`src/rtl/riscv_pipe_pkg.sv`:
```
// Shared types for the pipeline hazard controller: forwarding selects,
// scoreboard entries and the source/destination match helper.
package riscv_pipe_pkg;

  localparam int REG_W = 5;

  typedef enum logic [1:0] {
    FWD_RF  = 2'b00,
    FWD_WB  = 2'b01,
    FWD_MEM = 2'b10
  } fwd_sel_t;

  typedef struct packed {
    logic [REG_W-1:0] rd;
    logic             we;
    logic             load;
  } sb_entry_t;

  localparam sb_entry_t SB_BUBBLE = '0;

  // x0 is never a real producer, so an entry writing rd = 0 cannot match.
  function automatic logic src_hit(input logic             use_src,
                                   input logic [REG_W-1:0] rs,
                                   input sb_entry_t        e);
    return use_src && e.we && (e.rd != '0) && (rs == e.rd);
  endfunction

endpackage

```
`src/rtl/hazard_scoreboard.sv`:
```
// Three-entry EX/MEM/WB record of in-flight destination registers.
// Shifts every cycle; a bubble (we = 0) replaces the ID entry on request.
module hazard_scoreboard
  import riscv_pipe_pkg::*;
(
  input  logic      clk,
  input  logic      rst,
  input  logic      bubble_i,
  input  sb_entry_t id_i,
  output sb_entry_t ex_o,
  output sb_entry_t mem_o,
  output sb_entry_t wb_o
);

  sb_entry_t ex_d;
  sb_entry_t ex_q;
  sb_entry_t mem_q;
  sb_entry_t wb_q;

  always_comb begin
    ex_d = bubble_i ? SB_BUBBLE : id_i;
  end

  always_ff @(posedge clk or posedge rst) begin
    if (rst) begin
      ex_q  <= SB_BUBBLE;
      mem_q <= SB_BUBBLE;
      wb_q  <= SB_BUBBLE;
    end else begin
      ex_q  <= ex_d;
      mem_q <= ex_q;
      wb_q  <= mem_q;
    end
  end

  assign ex_o  = ex_q;
  assign mem_o = mem_q;
  assign wb_o  = wb_q;

endmodule

```
`src/rtl/hazard_unit.sv`:
```
// Stall/flush control and operand forwarding for the five-stage core; stall/flush are
// combinational, fwd_* registered one cycle. HAZARD_FWD_EN enables forwarding/bypass.
module hazard_unit
  import riscv_pipe_pkg::*;
#(
  parameter int REG_W = riscv_pipe_pkg::REG_W
) (
  input  logic             clk,
  input  logic             rst,
  input  logic             id_valid,
  input  logic [REG_W-1:0] id_rs1,
  input  logic [REG_W-1:0] id_rs2,
  input  logic             id_use_rs1,
  input  logic             id_use_rs2,
  input  logic [REG_W-1:0] id_rd,
  input  logic             id_reg_write,
  input  logic             id_mem_read,
  input  logic             ex_branch_taken,
  output logic             pc_stall,
  output logic             ifid_stall,
  output logic             ifid_flush,
  output logic             idex_flush,
  output logic [1:0]       fwd_a,
  output logic [1:0]       fwd_b,
  output logic             id_byp_a,
  output logic             id_byp_b
);

  sb_entry_t id_e;
  sb_entry_t ex_e;
  sb_entry_t mem_e;
  sb_entry_t wb_e;

  logic hit_ex_a, hit_ex_b;
  logic hit_mem_a, hit_mem_b;
  logic hit_wb_a, hit_wb_b;
  logic stall_raw;
  logic stall;
  logic flush;
  logic ex_bubble;

  always_comb begin
    id_e = '{rd: id_rd, we: id_reg_write, load: id_mem_read};
  end

  hazard_scoreboard u_sb (
    .clk      (clk),
    .rst      (rst),
    .bubble_i (ex_bubble),
    .id_i     (id_e),
    .ex_o     (ex_e),
    .mem_o    (mem_e),
    .wb_o     (wb_e)
  );

  assign hit_ex_a  = src_hit(id_use_rs1, id_rs1, ex_e);
  assign hit_ex_b  = src_hit(id_use_rs2, id_rs2, ex_e);
  assign hit_mem_a = src_hit(id_use_rs1, id_rs1, mem_e);
  assign hit_mem_b = src_hit(id_use_rs2, id_rs2, mem_e);
  assign hit_wb_a  = src_hit(id_use_rs1, id_rs1, wb_e);
  assign hit_wb_b  = src_hit(id_use_rs2, id_rs2, wb_e);

`ifdef HAZARD_FWD_EN
  // Only a load in EX cannot be forwarded in time; everything else is bypassed.
  assign stall_raw = id_valid && ex_e.load && (hit_ex_a || hit_ex_b);
`else
  assign stall_raw = id_valid && (hit_ex_a || hit_ex_b || hit_mem_a ||
                                  hit_mem_b || hit_wb_a || hit_wb_b);
`endif

  // A taken branch kills the ID instruction, so any stall it would cause is moot.
  assign flush = !rst && ex_branch_taken;
  assign stall = !rst && stall_raw && !ex_branch_taken;

  assign pc_stall   = stall;
  assign ifid_stall = stall;
  assign ifid_flush = flush;
  assign idex_flush = stall || flush;
  assign ex_bubble  = idex_flush || !id_valid;

`ifdef HAZARD_FWD_EN
  fwd_sel_t fwd_a_d, fwd_b_d;
  fwd_sel_t fwd_a_q, fwd_b_q;

  // Selects are computed for the stage each producer will occupy one cycle later.
  always_comb begin
    fwd_a_d = FWD_RF;
    fwd_b_d = FWD_RF;
    if (!ex_bubble) begin
      if (hit_ex_a)       fwd_a_d = FWD_MEM;
      else if (hit_mem_a) fwd_a_d = FWD_WB;
      if (hit_ex_b)       fwd_b_d = FWD_MEM;
      else if (hit_mem_b) fwd_b_d = FWD_WB;
    end
  end

  always_ff @(posedge clk or posedge rst) begin
    if (rst) begin
      fwd_a_q <= FWD_RF;
      fwd_b_q <= FWD_RF;
    end else begin
      fwd_a_q <= fwd_a_d;
      fwd_b_q <= fwd_b_d;
    end
  end

  assign fwd_a    = fwd_a_q;
  assign fwd_b    = fwd_b_q;
  assign id_byp_a = hit_wb_a;
  assign id_byp_b = hit_wb_b;
`else
  assign fwd_a    = FWD_RF;
  assign fwd_b    = FWD_RF;
  assign id_byp_a = 1'b0;
  assign id_byp_b = 1'b0;
`endif

endmodule

```
`config.mk`:
```
export PLATFORM = sky130hd
export DESIGN_NAME = hazard_unit
export DESIGN_NICKNAME = d
export VERILOG_FILES = /design/src/rtl/riscv_pipe_pkg.sv /design/src/rtl/hazard_scoreboard.sv /design/src/rtl/hazard_unit.sv
export SDC_FILE = /design/constraint.sdc
export NUM_CORES = 1
export LEC_CHECK = 0
export ABC_AREA = 1
export CAP_MARGIN = 20
export CORE_AREA = 2 2 52 54
export CTS_CLUSTER_DIAMETER = 50
export DETAILED_ROUTE_END_ITERATION = 7
export DIE_AREA = 0 0 54 56
export PLACE_DENSITY = 0.83
export SETUP_SLACK_MARGIN = 0.3
export SYNTH_ARGS = -nofsm -noshare
export SYNTH_HDL_FRONTEND = slang
export SYNTH_SLANG_ARGS = --single-unit
```
`constraint.sdc`:
```
create_clock -name clk -period 2.6 [get_ports clk]
set_input_delay 0.39 -clock clk [delete_from_list [all_inputs] [get_ports clk]]
set_output_delay 0.39 -clock clk [all_outputs]
set_load 0.05 [all_outputs]
```
# After elaboration in Yosys (flattened, before gate mapping)
# Cells that the tools add are included.
[totals]
out_inout_bits = 10
inputBits = 23
word_cells = 48
ff_bits = 18
[op_classes]
mux = 1
eq_ne = 6
reduce_logical = 35
[ops]
columns = ["operator", "n"]
rows = [
  ["$eq 5x5->1", 6],
  ["$logic_and 1x1->1", 22],
  ["$reduce_bool 5->1", 3],
  ["$logic_or 1x1->1", 7],
  ["$mux 7", 1],
  ["$logic_not 1->1", 3],
]

# Depth between registers and ports, before layout
[depth]
depth_word = 14
mapped_depth = 11

# By module
# A second synthesis with hierarchy kept.
[hier_totals]
hier_cells = 210
area_unflattened_um2 = 1306.3
[modules_own_cells]
columns = ["mod", "n_inst", "cells_each", "area_each_um2"]
rows = [
  ["hazard_unit", 1, 174, 724.4],
  ["hazard_scoreboard", 1, 36, 581.8],
]

# Worst setup path before layout
# OpenSTA, ideal clock, no wires.
[synth_path]
path_kind = "input port to output port"
start = "input port ex_branch_taken"
end = "output port idex_flush"
path_buffers = 0
stages = 4
required_ns = 2.210
path_slack_ns = 0.507
t_arrival_ns = 1.703
cell_sequence = "inv_1 nor2_1 inv_1 nand2_1"
[synth_between]
elab_cells_between_ends = 4
[synth_rtl]
columns = ["item", "line", "source"]
rows = [
  ["from (decl)", "hazard_unit.sv:18", "input logic ex_branch_taken,"],
  ["$logic_and 1x1->1", "hazard_unit.sv:72", "assign flush = !rst && ex_branch_taken;"],
  ["named net ifid_flush", "hazard_unit.sv:21", "output logic ifid_flush,"],
  ["$logic_or 1x1->1", "hazard_unit.sv:78", "assign idex_flush = stall || flush;"],
  ["to (decl)", "hazard_unit.sv:22", "output logic idex_flush,"],
]
# The timed path passes the listed nets, and every way through them passes these cells.

# Final worst setup path
[layout_path]
start = "input port id_rs1[4]"
end = "output port idex_flush"
[layout_between]
elab_chain_cells = 11
elab_cells_between_ends = 15
[layout_lines]
columns = ["item", "line", "source"]
rows = [
  ["from (decl)", "hazard_unit.sv:11", "input logic [REG_W-1:0] id_rs1,"],
  ["$eq 5x5->1", "riscv_pipe_pkg.sv:25", "return use_src && e.we && (e.rd != '0) && (rs == e.rd);"],
  ["$logic_and 1x1->1", "riscv_pipe_pkg.sv:25", ""],
  ["$logic_or 1x1->1 (3 in a row)", "hazard_unit.sv:67", "assign stall_raw = id_valid && (hit_ex_a || hit_ex_b || hit_mem_a ||"],
  ["$logic_or 1x1->1 * (2 in a row)", "hazard_unit.sv:68", "hit_mem_b || hit_wb_a || hit_wb_b);"],
  ["$logic_and 1x1->1 *", "hazard_unit.sv:67", ""],
  ["$logic_and 1x1->1 * (2 in a row)", "hazard_unit.sv:73", "assign stall = !rst && stall_raw && !ex_branch_taken;"],
  ["$logic_or 1x1->1 *", "hazard_unit.sv:78", ""],
]
# Every way passes the cells marked *; elsewhere a longest branch is shown, timed or not.

==> results.json <==
{
  "leakage_nw": 0.995,
  "hp-start": "u_sb.mem_o[1]",
  "ys_top_cells_by_count": "84 x nand2_1, 29 x inv_1, 23 x nor2_1, 18 x dfrtp_1, 10 x nand3_1",
  "r2r_start": "u_sb.mem_o[6]",
  "core_area_sq_um": 2430,
  "die_area_sq_um": 3020,
  "antenna_found_initial": 0,
  "maxCapViolCount": 0,
  "cts_sinks": 18,
  "required_ns": 2.21,
  "place_hpwl_um": 2090,
  "synth_most_common_cell": "nand2_1",
  "synthArstFlopShare_pct": 100,
  "hold_path_depth": 0,
  "grt_pass1_vias": 1068,
  "cp_max_fo": 4,
  "cts_tree": "done",
  "status": "finished clean",
  "postCtsSetupBuffers": 0,
  "clock_path_buffers": 2,
  "drt_iter0_drc": 20,
  "cts.reportedPaths.clkPinSlew_ns": 0.10,
  "io_pins": 33,
  "syn_area_sq_um": 1240,
  "cts_made_buffers": 3,
  "cts_root_buf": "clkbuf_4",
  "start_kind": "input port",
  "grt_max_degree": 19,
  "place.gp.congestion": 0.864,
  "multi_input_area_sq_um": 622,
  "fmax_mhz": 453,
  "worst_pin_slew_ns": 0.659,
  "htree_num_levels": 1,
  "synth-warning-count": 0,
  "postRouteAntennaNets": 0,
  "final_nets": 252,
  "fin_skew_ns": 0.00585,
  "criticalPathCategory": "in2out",
  "initial_core_util_pct": 51.0,
  "post_drt_wl_per_cell_um": 9.82,
  "track_usage_pct": 19.1,
  "grt_overflow": 0,
  "vias": 1198,
  "finalHoldViolCount": 0,
  "holdPathEnd": "u_sb.wb_o[1]",
  "synthDistinctLibCells": 18,
  "r2r-end": "u_sb.ex_o[6]",
  "synth_area_leaders": "dfrtp_1 36%, nand2_1 25%, inv_1 8.8%, nor2_1 7.0%, buf_4 4.2%",
  "drive_gt1_share_pct": 13.6,
  "ys.flop_type": "dfrtp_1",
  "die_h_um": 56,
  "endpoint_kind": "primary output",
  "grt_pass1_wl_um": 4260,
  "fin_crit_ns": 2.21,
  "p_per_area_nw_per_um2": 402,
  "yosys.area.top_type": "dfrtp_1",
  "fp-row-count": 18,
  "cp.arrival_ns": 1.82,
  "routed_wl_um": 2530,
  "antennaDiodeCount": 0,
  "worst-r2r-cell-count": 11,
  "synth_cells": 201,
  "post-route-util_pct": 65.5,
  "maxSlewViolCount": 0,
  "viasPerCell": 4.64,
  "synth.top_cell.area_share_pct": 36.3,
  "relSlewSlack_pct": 56.0,
  "fin_tns_setup_ns": 0,
  "cts_hold_buffers": 0,
  "die_x_um": 54,
  "hold_class": "reg2reg",
  "area_growth_pct": 28.4,
  "drt_pass1_iterations": 4,
  "synth-edff-count": 0,
  "avgSynthCellArea_sq_um": 6.18,
  "r2r_slack_ns": 1.22,
  "synth_seq_area_share_pct": 36.3,
  "min_period_over_period_pct": 84.9,
  "drc": 0,
  "insertion_delay_ns": 0.30,
  "ir_worst_vdd_mv": 0.356,
  "num-fill-cells": 232,
  "rsz0062_at_grt": "yes",
  "final-seq-area_sq_um": 450,
  "finalSetupViolCount": 0,
  "synth-seq-cells": 18,
  "io_buffers": 25
}
sequential cells by signal, summed over array words and instances, names as in the netlist:
register and flops:
u_sb.ex_o 6, u_sb.wb_o 6, u_sb.mem_o 6
metal layers:
metal | vias up | wire (um) | GRT usage (%)
li1 | 635 | - | -
met1 | 526 | 1090 | 23.0
met2 | 30 | 1270 | 32.2
met3 | 7 | 107 | 2.96
met4 | 0 | 63 | 8.93
met5 | - | 0 | 0
report_power, final:
part	leakage [nW]	switching, mW	internal (mW)
Sequential	0.237	0.0156	0.294
Combinational	0.737	0.0963	0.0632
Clock	0.0210	0.0864	0.0854
what timing repair did:
item,CTS,global route
endpoints found under the setup margin,2,4
pin swaps,0,0
gates resized for setup,1,13
cell usage in the layout (no fill, tap or decap):
cell,n
xor2_1,1
clkbuf_4,3
dfrtp_1,18
clkdlybuf4s50_1,13
a21oi_1,1
buf_12,3
inv_1,28
o21ai_1,3
nand2_2,2
inv_2,9
dlymetal6s2s_1,9
nand3_4,1
nand2_1,83
inv_4,1
nor2_2,9
nor2_1,21
nand3_2,1
conb_1,6
nand2_4,1
nand3_1,10
nor3_1,3
nor3b_1,1
clkbuf_8,1
layout make-up:
type,instances,share of cell area (%)
repair buffers,25,19.0
flip-flops and latches,18,28.3
inverters,38,9.11
multi-input cells,143,39.0
well taps,30,2.35
clock buffers,4,2.28
worst max path at each step:
stage | from | endpoint | slack [ns] | cells past startpoint
5_1_grt | id_rs1[4] | idex_flush | 0.29 | 12
2_1_floorplan | ex_branch_taken | idex_flush | 0.51 | 4
3_5_place_dp | id_rs1[0] | pc_stall | 0.27 | 12
6_report | id_rs1[4] | idex_flush | 0.39 | 12
3_3_place_gp | id_rs1[0] | pc_stall | 0.28 | 12
4_1_cts | id_rs1[0] | idex_flush | 0.31 | 12
stage by stage:
stage	cell area, sq um	worst slack [ns]	power, mW	cells	hold WS [ns]
after floorplan	1260	0.507	0.419	206	0.329
after global placement	1530	0.283	0.472	254	0.379
after detailed placement	1530	0.269	0.475	254	0.385
after CTS	1560	0.308	0.648	258	0.408
after global routing	1590	0.290	0.688	258	0.427
final	1590	0.392	0.641	258	0.406
logic make-up after synthesis:
group / share of synthesized area [%]
and+or+nand+nor: 45.4
buffers and inverters: 15.7
DFF: 36.3
AOI/OAI and AO/OA: 1.61
xor gates and xnor gates: 0.706
other: 0.302
critical path: stages:
cell,delay (ns)
clkdlybuf4s50_1,0.52
inv_2,0.08
nand2_1,0.06
nand2_1,0.05
nor2_1,0.10
nand3_1,0.08
nand2_1,0.06
nand2_1,0.08
nand3_2,0.10
nand2_4,0.07
nand2_2,0.10
buf_12,0.14
Power figures use the tool's default switching activity.
